[src/rtl/cam_subarray_ctrl_if.sv]
// Command/response handshake bundle between a requester and the CAM subarray controller.
interface cam_subarray_ctrl_if;
    logic        cmd_valid;
    logic        cmd_ready;
    logic [2:0]  cmd_op;
    logic        cmd_addr_sel;
    logic [9:0]  cmd_cmp_addr;
    logic [3:0]  cmd_ppg_addr;
    logic [1:0]  cmd_cmp_data;
    logic [1:0]  cmd_ppg_data;
    logic [15:0] cmd_data;
    logic [15:0] cmd_tag;
    logic        cmd_update;

    logic        rsp_valid;
    logic        rsp_ready;
    logic [15:0] rsp_tag;
    logic        rsp_err;

    modport master (
        output cmd_valid, cmd_op, cmd_addr_sel, cmd_cmp_addr, cmd_ppg_addr,
               cmd_cmp_data, cmd_ppg_data, cmd_data, cmd_tag, cmd_update, rsp_ready,
        input  cmd_ready, rsp_valid, rsp_tag, rsp_err
    );

    modport slave (
        input  cmd_valid, cmd_op, cmd_addr_sel, cmd_cmp_addr, cmd_ppg_addr,
               cmd_cmp_data, cmd_ppg_data, cmd_data, cmd_tag, cmd_update, rsp_ready,
        output cmd_ready, rsp_valid, rsp_tag, rsp_err
    );
endinterface

[src/rtl/cam_subarray_ctrl.sv]
// CAM subarray command sequencer: one command in flight, a single chip_enable pulse per
// command, write_done timeout and a saturating error counter.
module cam_subarray_ctrl #(
    parameter int unsigned TIMEOUT_CYC = 4,
    parameter int unsigned ERR_CNT_W   = 8
) (
    input  logic                     clk_i,
    input  logic                     rst_ni,
    cam_subarray_ctrl_if.slave       bus_io,
    output logic [15:0]              sub_data_in_o,
    output logic                     sub_update_signal_o,
    output logic [9:0]               sub_cmp_addr_o,
    output logic [3:0]               sub_ppg_addr_o,
    output logic [1:0]               sub_cmp_data_o,
    output logic [1:0]               sub_ppg_data_o,
    output logic [15:0]              sub_tag_in_o,
    output logic                     sub_addr_select_o,
    output logic [2:0]               sub_operation_mode_o,
    output logic                     sub_chip_enable_o,
    input  logic [15:0]              sub_tag_out_i,
    input  logic                     sub_write_done_i,
    output logic                     busy_o,
    output logic [ERR_CNT_W-1:0]     err_cnt_o
);
    localparam int unsigned    ToW       = $clog2(TIMEOUT_CYC + 1);
    localparam logic [ToW-1:0] ToLast    = ToW'(TIMEOUT_CYC - 1);
    localparam logic [2:0]     OpIllegal = 3'b111;

    typedef enum logic [1:0] {StIdle, StIssue, StWait, StResp} state_e;

    typedef struct packed {
        logic [15:0] data;
        logic        update;
        logic [9:0]  cmp_addr;
        logic [3:0]  ppg_addr;
        logic [1:0]  cmp_data;
        logic [1:0]  ppg_data;
        logic [15:0] tag;
        logic        addr_sel;
        logic [2:0]  op;
    } sub_t;

    state_e               state_q, state_d;
    sub_t                 sub_q, sub_d;
    logic [ToW-1:0]       to_cnt_q, to_cnt_d;
    logic [15:0]          rsp_tag_q, rsp_tag_d;
    logic                 rsp_err_q, rsp_err_d;
    logic [ERR_CNT_W-1:0] err_cnt_q, err_cnt_d;
    logic                 enter_err;
    logic                 is_write;

    assign is_write = (sub_q.op[2:1] == 2'b00);

    always_comb begin
        state_d   = state_q;
        sub_d     = sub_q;
        to_cnt_d  = to_cnt_q;
        rsp_tag_d = rsp_tag_q;
        rsp_err_d = rsp_err_q;
        err_cnt_d = err_cnt_q;
        enter_err = 1'b0;
        unique case (state_q)
            StIdle: begin
                if (bus_io.cmd_valid) begin
                    sub_d = '{data:     bus_io.cmd_data,
                              update:   bus_io.cmd_update,
                              cmp_addr: bus_io.cmd_cmp_addr,
                              ppg_addr: bus_io.cmd_ppg_addr,
                              cmp_data: bus_io.cmd_cmp_data,
                              ppg_data: bus_io.cmd_ppg_data,
                              tag:      bus_io.cmd_tag,
                              addr_sel: bus_io.cmd_addr_sel,
                              op:       bus_io.cmd_op};
                    if (bus_io.cmd_op == OpIllegal) begin
                        state_d   = StResp;
                        rsp_tag_d = '0;
                        rsp_err_d = 1'b1;
                        enter_err = 1'b1;
                    end else begin
                        state_d  = StIssue;
                        to_cnt_d = '0;
                    end
                end
            end
            StIssue: state_d = StWait;
            StWait: begin
                if (!is_write) begin
                    state_d   = StResp;
                    rsp_tag_d = sub_tag_out_i;
                    rsp_err_d = 1'b0;
                end else if (sub_write_done_i) begin
                    // done wins over a coincident final timeout step
                    state_d   = StResp;
                    rsp_tag_d = '0;
                    rsp_err_d = 1'b0;
                end else begin
                    to_cnt_d = to_cnt_q + 1'b1;
                    if (to_cnt_q == ToLast) begin
                        state_d   = StResp;
                        rsp_tag_d = '0;
                        rsp_err_d = 1'b1;
                        enter_err = 1'b1;
                    end
                end
            end
            StResp: begin
                if (bus_io.rsp_ready) state_d = StIdle;
            end
            default: state_d = StIdle;
        endcase
        if (enter_err && (err_cnt_q != '1)) err_cnt_d = err_cnt_q + 1'b1;
    end

    always_ff @(posedge clk_i) begin
        if (!rst_ni) begin
            state_q   <= StIdle;
            sub_q     <= '0;
            to_cnt_q  <= '0;
            rsp_tag_q <= '0;
            rsp_err_q <= 1'b0;
            err_cnt_q <= '0;
        end else begin
            state_q   <= state_d;
            sub_q     <= sub_d;
            to_cnt_q  <= to_cnt_d;
            rsp_tag_q <= rsp_tag_d;
            rsp_err_q <= rsp_err_d;
            err_cnt_q <= err_cnt_d;
        end
    end

    assign bus_io.cmd_ready = (state_q == StIdle);
    assign bus_io.rsp_valid = (state_q == StResp);
    assign bus_io.rsp_tag   = rsp_tag_q;
    assign bus_io.rsp_err   = rsp_err_q;
    assign busy_o           = (state_q != StIdle);
    assign err_cnt_o        = err_cnt_q;

    assign sub_data_in_o        = sub_q.data;
    assign sub_update_signal_o  = sub_q.update;
    assign sub_cmp_addr_o       = sub_q.cmp_addr;
    assign sub_ppg_addr_o       = sub_q.ppg_addr;
    assign sub_cmp_data_o       = sub_q.cmp_data;
    assign sub_ppg_data_o       = sub_q.ppg_data;
    assign sub_tag_in_o         = sub_q.tag;
    assign sub_addr_select_o    = sub_q.addr_sel;
    assign sub_operation_mode_o = sub_q.op;
    assign sub_chip_enable_o    = (state_q == StIssue);
endmodule

[src/flat_wrapper.sv]
// flat-port wrapper written by rule: the top's interface ports become plain ports
module cam_subarray_ctrl_flat 
#(
    parameter int unsigned TIMEOUT_CYC = 4,
    parameter int unsigned ERR_CNT_W   = 8
)
  (clk_i, rst_ni, sub_data_in_o, sub_update_signal_o, sub_cmp_addr_o, sub_ppg_addr_o, sub_cmp_data_o, sub_ppg_data_o, sub_tag_in_o, sub_addr_select_o, sub_operation_mode_o, sub_chip_enable_o, sub_tag_out_i, sub_write_done_i, busy_o, err_cnt_o, bus_io_cmd_valid, bus_io_cmd_op, bus_io_cmd_addr_sel, bus_io_cmd_cmp_addr, bus_io_cmd_ppg_addr, bus_io_cmd_cmp_data, bus_io_cmd_ppg_data, bus_io_cmd_data, bus_io_cmd_tag, bus_io_cmd_update, bus_io_rsp_ready, bus_io_cmd_ready, bus_io_rsp_valid, bus_io_rsp_tag, bus_io_rsp_err);
  cam_subarray_ctrl_if bus_io_i ();
  input  logic clk_i;
  input  logic rst_ni;
  output logic [15:0] sub_data_in_o;
  output logic sub_update_signal_o;
  output logic [9:0] sub_cmp_addr_o;
  output logic [3:0] sub_ppg_addr_o;
  output logic [1:0] sub_cmp_data_o;
  output logic [1:0] sub_ppg_data_o;
  output logic [15:0] sub_tag_in_o;
  output logic sub_addr_select_o;
  output logic [2:0] sub_operation_mode_o;
  output logic sub_chip_enable_o;
  input  logic [15:0] sub_tag_out_i;
  input  logic sub_write_done_i;
  output logic busy_o;
  output logic [ERR_CNT_W-1:0] err_cnt_o;
  input wire logic [$bits(bus_io_i.cmd_valid)-1:0] bus_io_cmd_valid;
  input wire logic [$bits(bus_io_i.cmd_op)-1:0] bus_io_cmd_op;
  input wire logic [$bits(bus_io_i.cmd_addr_sel)-1:0] bus_io_cmd_addr_sel;
  input wire logic [$bits(bus_io_i.cmd_cmp_addr)-1:0] bus_io_cmd_cmp_addr;
  input wire logic [$bits(bus_io_i.cmd_ppg_addr)-1:0] bus_io_cmd_ppg_addr;
  input wire logic [$bits(bus_io_i.cmd_cmp_data)-1:0] bus_io_cmd_cmp_data;
  input wire logic [$bits(bus_io_i.cmd_ppg_data)-1:0] bus_io_cmd_ppg_data;
  input wire logic [$bits(bus_io_i.cmd_data)-1:0] bus_io_cmd_data;
  input wire logic [$bits(bus_io_i.cmd_tag)-1:0] bus_io_cmd_tag;
  input wire logic [$bits(bus_io_i.cmd_update)-1:0] bus_io_cmd_update;
  input wire logic [$bits(bus_io_i.rsp_ready)-1:0] bus_io_rsp_ready;
  output wire logic [$bits(bus_io_i.cmd_ready)-1:0] bus_io_cmd_ready;
  output wire logic [$bits(bus_io_i.rsp_valid)-1:0] bus_io_rsp_valid;
  output wire logic [$bits(bus_io_i.rsp_tag)-1:0] bus_io_rsp_tag;
  output wire logic [$bits(bus_io_i.rsp_err)-1:0] bus_io_rsp_err;
  assign bus_io_i.cmd_valid = bus_io_cmd_valid;
  assign bus_io_i.cmd_op = bus_io_cmd_op;
  assign bus_io_i.cmd_addr_sel = bus_io_cmd_addr_sel;
  assign bus_io_i.cmd_cmp_addr = bus_io_cmd_cmp_addr;
  assign bus_io_i.cmd_ppg_addr = bus_io_cmd_ppg_addr;
  assign bus_io_i.cmd_cmp_data = bus_io_cmd_cmp_data;
  assign bus_io_i.cmd_ppg_data = bus_io_cmd_ppg_data;
  assign bus_io_i.cmd_data = bus_io_cmd_data;
  assign bus_io_i.cmd_tag = bus_io_cmd_tag;
  assign bus_io_i.cmd_update = bus_io_cmd_update;
  assign bus_io_i.rsp_ready = bus_io_rsp_ready;
  assign bus_io_cmd_ready = bus_io_i.cmd_ready;
  assign bus_io_rsp_valid = bus_io_i.rsp_valid;
  assign bus_io_rsp_tag = bus_io_i.rsp_tag;
  assign bus_io_rsp_err = bus_io_i.rsp_err;
  cam_subarray_ctrl #(.TIMEOUT_CYC(TIMEOUT_CYC), .ERR_CNT_W(ERR_CNT_W)) u_core (.clk_i(clk_i), .rst_ni(rst_ni), .bus_io(bus_io_i), .sub_data_in_o(sub_data_in_o), .sub_update_signal_o(sub_update_signal_o), .sub_cmp_addr_o(sub_cmp_addr_o), .sub_ppg_addr_o(sub_ppg_addr_o), .sub_cmp_data_o(sub_cmp_data_o), .sub_ppg_data_o(sub_ppg_data_o), .sub_tag_in_o(sub_tag_in_o), .sub_addr_select_o(sub_addr_select_o), .sub_operation_mode_o(sub_operation_mode_o), .sub_chip_enable_o(sub_chip_enable_o), .sub_tag_out_i(sub_tag_out_i), .sub_write_done_i(sub_write_done_i), .busy_o(busy_o), .err_cnt_o(err_cnt_o));
endmodule
[config.mk]
export PLATFORM = sky130hd
export DESIGN_NAME = cam_subarray_ctrl_flat
export DESIGN_NICKNAME = d
export VERILOG_FILES = /design/src/rtl/cam_subarray_ctrl_if.sv /design/src/rtl/cam_subarray_ctrl.sv /design/src/flat_wrapper.sv
export SDC_FILE = /design/constraint.sdc
export NUM_CORES = 1
export LEC_CHECK = 0
export ABC_CLOCK_PERIOD_IN_PS = 1900
export CAP_MARGIN = 25
export CORE_MARGIN = 2
export CORE_UTILIZATION = 41
export DETAILED_ROUTE_END_ITERATION = 8
export GPL_TIMING_DRIVEN = 0
export MAX_ROUTING_LAYER = met4
export PLACE_DENSITY = 0.76
export SLEW_MARGIN = 20
export SYNTH_ARGS = -nofsm -noshare
export SYNTH_HDL_FRONTEND = slang
export SYNTH_SLANG_ARGS = --single-unit
[constraint.sdc]
create_clock -name clk_i -period 1.9 [get_ports clk_i]
set_input_delay 0.19 -clock clk_i [delete_from_list [all_inputs] [get_ports clk_i]]
set_output_delay 0.19 -clock clk_i [all_outputs]
set_load 0.01 [all_outputs]
Word level (Yosys, flattened, before mapping)
Index checks and enable logic that the tools add are counted.
{ "op_classes": {"reduce_logical": 9, "muxes": 30, "addsub": 2, "eq_ne": 13} }
{ "ops": {"columns": ["operator", "n"], "rows": [
  ["$mux 16", 5],
  ["$pmux 16 s2", 1],
  ["$mux 2", 6],
  ["$mux 3", 4],
  ["$mux 1", 10],
  ["$add 8x1->8 const B", 1],
  ["$ne 2x2->1 const B", 4],
  ["$ne 8x8->1 const B", 1],
  ["$pmux 2 s4", 1],
  ["$pmux 3 s2", 1],
  ["$reduce_and 5->1", 1],
  ["$eq 2x2->1 const B", 2],
  ["$logic_not 2->1", 2],
  ["$ne 2x1->1 const B", 2],
  ["$ne 4x4->1 const B", 1],
  ["$pmux 1 s2", 2],
  ["$reduce_and 4->1", 1],
  ["$reduce_bool 2->1", 2],
  ["$add 3x1->3 const B", 1],
  ["$eq 3x2->1 const B", 1],
  ["$eq 3x3->1 const B", 1],
  ["$reduce_and 3->1", 1],
  ["$eq 2x1->1 const B", 1],
  ["$reduce_and 2->1", 1],
  ["$logic_and 1x1->1", 1]
]} }
{ "word_totals": {"in_bits": 76, "elab_cells": 68, "ff_bits": 85, "output_inout_bits": 84} }

Logic depth before layout (Yosys ltp)
{ "depth": {"ltp_word": 6, "ltp_mapped": 8, "mapped_depth_nobuf": 6} }

Least setup slack after synthesis
OpenSTA, ideal clock, no wires.
{ "synth_path": {"path_type": "flip-flop to flip-flop", "startpoint": "reg u_core.state_q[0]", "endpoint": "reg u_core.rsp_err_q (netlist: u_core.bus_io.rsp_err)", "stages_incl_launch_ff": 8, "setup_ps": 119, "t_arrival_ps": 1615, "path_buffers": 1, "setup_slack_ps": 166, "period_less_slack_ps": 1734, "path_cell_list": "dfxtp_1 -> inv_1 -> ha_1 -> buf_4 -> or4b_4 -> nor2_4 -> a21oi_4 -> o221a_2"} }
{ "synth_between": {"elab_chain_cells": 3, "elab_cells_between_ends": 8, "classes_between": "eq/ne: 4; mux: 1; reduce/logical: 3"} }
{ "synth_rtl": {"columns": ["element", "line", "rtl"], "rows": [
  ["start: declaration", "cam_subarray_ctrl.sv:43", "state_e state_q, state_d;"],
  ["start signal: assignment", "cam_subarray_ctrl.sv:116", "state_q <= StIdle;"],
  ["start signal: assignment", "cam_subarray_ctrl.sv:123", "state_q <= state_d;"],
  ["$eq 2x2->1 or $logic_not 2->1 (tied branches)", "cam_subarray_ctrl.sv:62", "unique case (state_q)"],
  ["$ne 4x4->1 (no line) (tied with other cells)", null, null],
  ["$reduce_and 4->1 (no line)", null, null],
  ["end signal: assignment", "cam_subarray_ctrl.sv:127", "rsp_err_q <= rsp_err_d;"],
  ["end: declaration", "cam_subarray_ctrl.sv:47", "logic rsp_err_q, rsp_err_d;"]
]} }
Parallel ways exist; a longest one is shown, timed or not.
A chain may end at the register's enable or synchronous reset.

Worst setup path after layout
{ "layout_path": {"startpoint": "reg u_core.state_q[0]", "endpoint": "reg u_core.rsp_tag_q[11] (netlist: u_core.bus_io.rsp_tag[11])"} }
{ "layout_between": {"elab_chain_cells": 3, "elab_cells_between_ends": 8, "classes_between": "eq/ne: 4; mux: 1; reduce/logical: 3"} }
{ "layout_rtl": {"columns": ["element", "line", "rtl"], "rows": [
  ["$eq 2x2->1 or $logic_not 2->1 (tied branches)", "cam_subarray_ctrl.sv:62", null],
  ["$ne 4x4->1 (no line) (tied with other cells)", null, null],
  ["$reduce_and 4->1 (no line)", null, null],
  ["end signal: assignment", "cam_subarray_ctrl.sv:126", "rsp_tag_q <= rsp_tag_d;"],
  ["end: declaration", "cam_subarray_ctrl.sv:46", "logic [15:0] rsp_tag_q, rsp_tag_d;"]
]} }
Parallel ways exist; a longest one is shown, timed or not.

==> results.cfg <==
[place]
hpwl_um = 6870
gp_routability_congestion = 0.829
detailed_place.area_sq_mm = 0.00507
buffer_ports.inserted = 159
dp_cells = 662

[grt]
grt_remaining_overflow = 0
gr-usage-all-layers = 0.210
initial_antenna_violation_count = 0
grt_pass1_wl_um = 14400
grt_start_max_net_pins = 16
grt_pass1_vias = 3137

[logic_synthesis]
ys_seq_elements = 85
yosys_warnings = 0
synth_ff_type = sky130_fd_sc_hd__dfxtp_1
synth-edff-count = 0
async_reset_ff_frac = 0
syn_area_sq_mm = 0.00336
synth.net_count = 484
syn_inst = 401
synth.distinct_cells = 39
syn_area_per_cell_sq_um = 8.37
synth_sequential_area_ratio = 0.507

[clock_tree]
number_of_buffers_on_the_longest_clock_path = 2
tritoncts_clock_tree = done
root_buffer = sky130_fd_sc_hd__clkbuf_8
later_pin_clock_latency_in_the_skew_report_ns = 0.36
path_clk_slew_ns = 0.09
cts.sinks = 85
cts-htree-levels = 3
cts_buffers = 9

[die]
dieHeight_um = 94.5
floorplan.rows = 32
die_area_sq_mm = 0.00892
core_region_area_sq_mm = 0.00785
die_w_um = 94.5
initial_cell_density_of_the_core = 0.428
ios = 160

[final_layout]
layout-area-overhead-vs-synth_pct = 58.8
postLayoutCellArea_sq_mm = 0.00533
antenna-diode-count = 0
fill_cells = 666
stdcell_count = 680
fraction_of_final_layout_cells_with_drive_strength_greater_than_1 = 0.0796
mostFrequentLayoutCells = sky130_fd_sc_hd__clkdlybuf4s50_1 (158), sky130_fd_sc_hd__nand2_1 (152), sky130_fd_sc_hd__dfxtp_1 (84)
nets = 656
final_common_cell = sky130_fd_sc_hd__clkdlybuf4s50_1

[critical_path]
critical-path-max-stage-delay_ns = 0.51
timing_worst_setup_path_type = flip-flop to flip-flop
crit_fanout = 10
timing.critical_path.slowest_stage_cell = sky130_fd_sc_hd__or4b_4
required_worst_endpoint_ns = 2.14
worstPathCellList = inv_2 -> ha_2 -> buf_6 -> or4b_4 -> nor2_4 -> a21oi_4 -> buf_12 -> mux2i_1
worst-endpoint-arrival_ns = 2.08
critical_path.top_delay_family = simple AND/OR/NAND/NOR gates
crit_buf_inv = 3
kind_of_launch_point_of_the_worst_setup_path = flip-flop
crit_path_end_kind = flip-flop

[route]
drtPass1Iterations = 4
vias = 3299
route.detailed.wl_per_inst_um = 13.5
dr.first_iter.drc_count = 91
number_of_nets_with_antenna_violations_after_detailed_routing = 0
vias_per_cell = 4.85
drc = 0
wirelength_um = 9190

[timing]
tightestPinTransition_ns = 0.521
fin_worst_skew_ns = 0.00629
finalSetupTns_ns = 0
final_min_period_ns = 1.84
fmax_mhz = 543
fin_crit_sh = 0.969
final-setup-viol-count = 0
finalHoldViolCount = 0
slew-limit-headroom = 0.653
final-max-slew-violation-count = 0
rsz0062_at_grt = yes
final.hold.worst_slack_ns = 0.370

[power_and_ir_drop]
peak_supply_drop_mv = 0.627
power.density_mw_per_mm2 = 1040
leakage_uw = 0.00190

[min_path]
hold_path.class = input port to flip-flop

[outcome]
outcome = completed

[run]
maxCapViolCount = 0
power by group:
part	switching [uW]	internal [uW]	leakage (uW)
Combinational	1090	1100	0.00113
Sequential	139	2040	0.000693
Clock	681	484	0.0000755
tightest hold or removal path, delay by kind of cell:
kind | cells | cell delay [ns]
AND/OR/NAND/NOR | 1 | 0.05
buffers and inverters | 1 | 0.39
AO/OA/AOI/OAI | 1 | 0.05
registers in the layout (all words and copies together) (netlist names):
signal,count
u_core.bus_io.rsp_err,1
u_core.bus_io.rsp_tag,16
u_core.err_cnt_o,8
u_core.state_q,2
u_core.sub_addr_select_o,1
u_core.sub_cmp_addr_o,10
u_core.sub_cmp_data_o,2
u_core.sub_data_in_o,16
u_core.sub_operation_mode_o,3
u_core.sub_ppg_addr_o,4
u_core.sub_ppg_data_o,2
u_core.sub_tag_in_o,16
u_core.sub_update_signal_o,1
u_core.to_cnt_q,3
cells in the mapped netlist (2+ instances only):
library cell                 n  share of area
sky130_fd_sc_hd__a211oi_1    3         0.0067
sky130_fd_sc_hd__dfxtp_1    85           0.51
sky130_fd_sc_hd__buf_2       2         0.0030
sky130_fd_sc_hd__nor3_1      2         0.0030
sky130_fd_sc_hd__or4_1       3         0.0067
sky130_fd_sc_hd__a21oi_1    61          0.091
sky130_fd_sc_hd__o21ai_0     4         0.0060
sky130_fd_sc_hd__inv_1       6         0.0067
sky130_fd_sc_hd__ha_1        7          0.026
sky130_fd_sc_hd__clkbuf_1   16          0.018
sky130_fd_sc_hd__o31ai_1     4         0.0089
sky130_fd_sc_hd__nand2_1   152           0.17
sky130_fd_sc_hd__nand3b_1    2         0.0045
sky130_fd_sc_hd__mux2i_1    20          0.060
sky130_fd_sc_hd__buf_1       5         0.0056
sky130_fd_sc_hd__or2b_1      2         0.0045
sky130_fd_sc_hd__or3_1       2         0.0037
sky130_fd_sc_hd__nand3_1     4         0.0060
per-layer routing:
metal,GRT usage,share of wire,wire (um)
met1,0.252,0.43,3980
met2,0.337,0.47,4350
met3,0.0511,0.070,640
met4,0.0870,0.023,215
met5,-,0,0
worst paths after layout:
check,startpoint,endpoint,slack [ns],cells after the start
worst min-delay path,bus_io_cmd_tag[8],u_core.sub_tag_in_o[8],0.37,3
worst max register to register,u_core.state_q[0],u_core.bus_io.rsp_tag[11],0.06,8
worst max-delay path,u_core.state_q[0],u_core.bus_io.rsp_tag[11],0.06,8
worst min register to register,u_core.sub_data_in_o[14],u_core.sub_data_in_o[14],0.46,2
through the flow:
stage          worst slack [ns]  total power (uW)  utilization
2_1_floorplan             0.166              3330            -
3_3_place_gp            -0.0921              4250        0.647
3_5_place_dp             -0.116              4300        0.647
4_1_cts                 0.00576              5500        0.673
5_1_grt                 -0.0180              5870        0.679
6_report                 0.0592              5540        0.679
what timing repair did:
| item | CTS | global route |
|---|---|---|
| endpoints found under the hold margin | 0 | 0 |
| buffers inserted | 2 | 1 |
| endpoints found under the setup margin | 60 | 63 |
| resized for setup | 7 | 17 |
| hold buffers | 0 | 0 |
| pin swaps | 0 | 2 |
final cells by class:
cell class | count | area, sq um | share of cell area
Buffer | 24 | 130 | 0.0244
Clock buffer | 10 | 128 | 0.0240
Clock inverter | 6 | 47.5 | 0.00892
Inverter | 7 | 26.3 | 0.00493
Multi-Input combinational cell | 284 | 1550 | 0.291
Sequential cell | 85 | 1700 | 0.320
Tap cell | 102 | 128 | 0.0240
Timing Repair Buffer | 162 | 1620 | 0.303
logic make-up after synthesis:
family / after synthesis / share of synthesized area
and+or+nand+nor: 176 / 0.221
DFF: 85 / 0.507
AOI/OAI and AO/OA: 81 / 0.144
buffers and inverters: 32 / 0.0425
muxes: 20 / 0.0597
adders and majority gates: 7 / 0.0261
No activity file was read; power rests on OpenSTA's default activity.
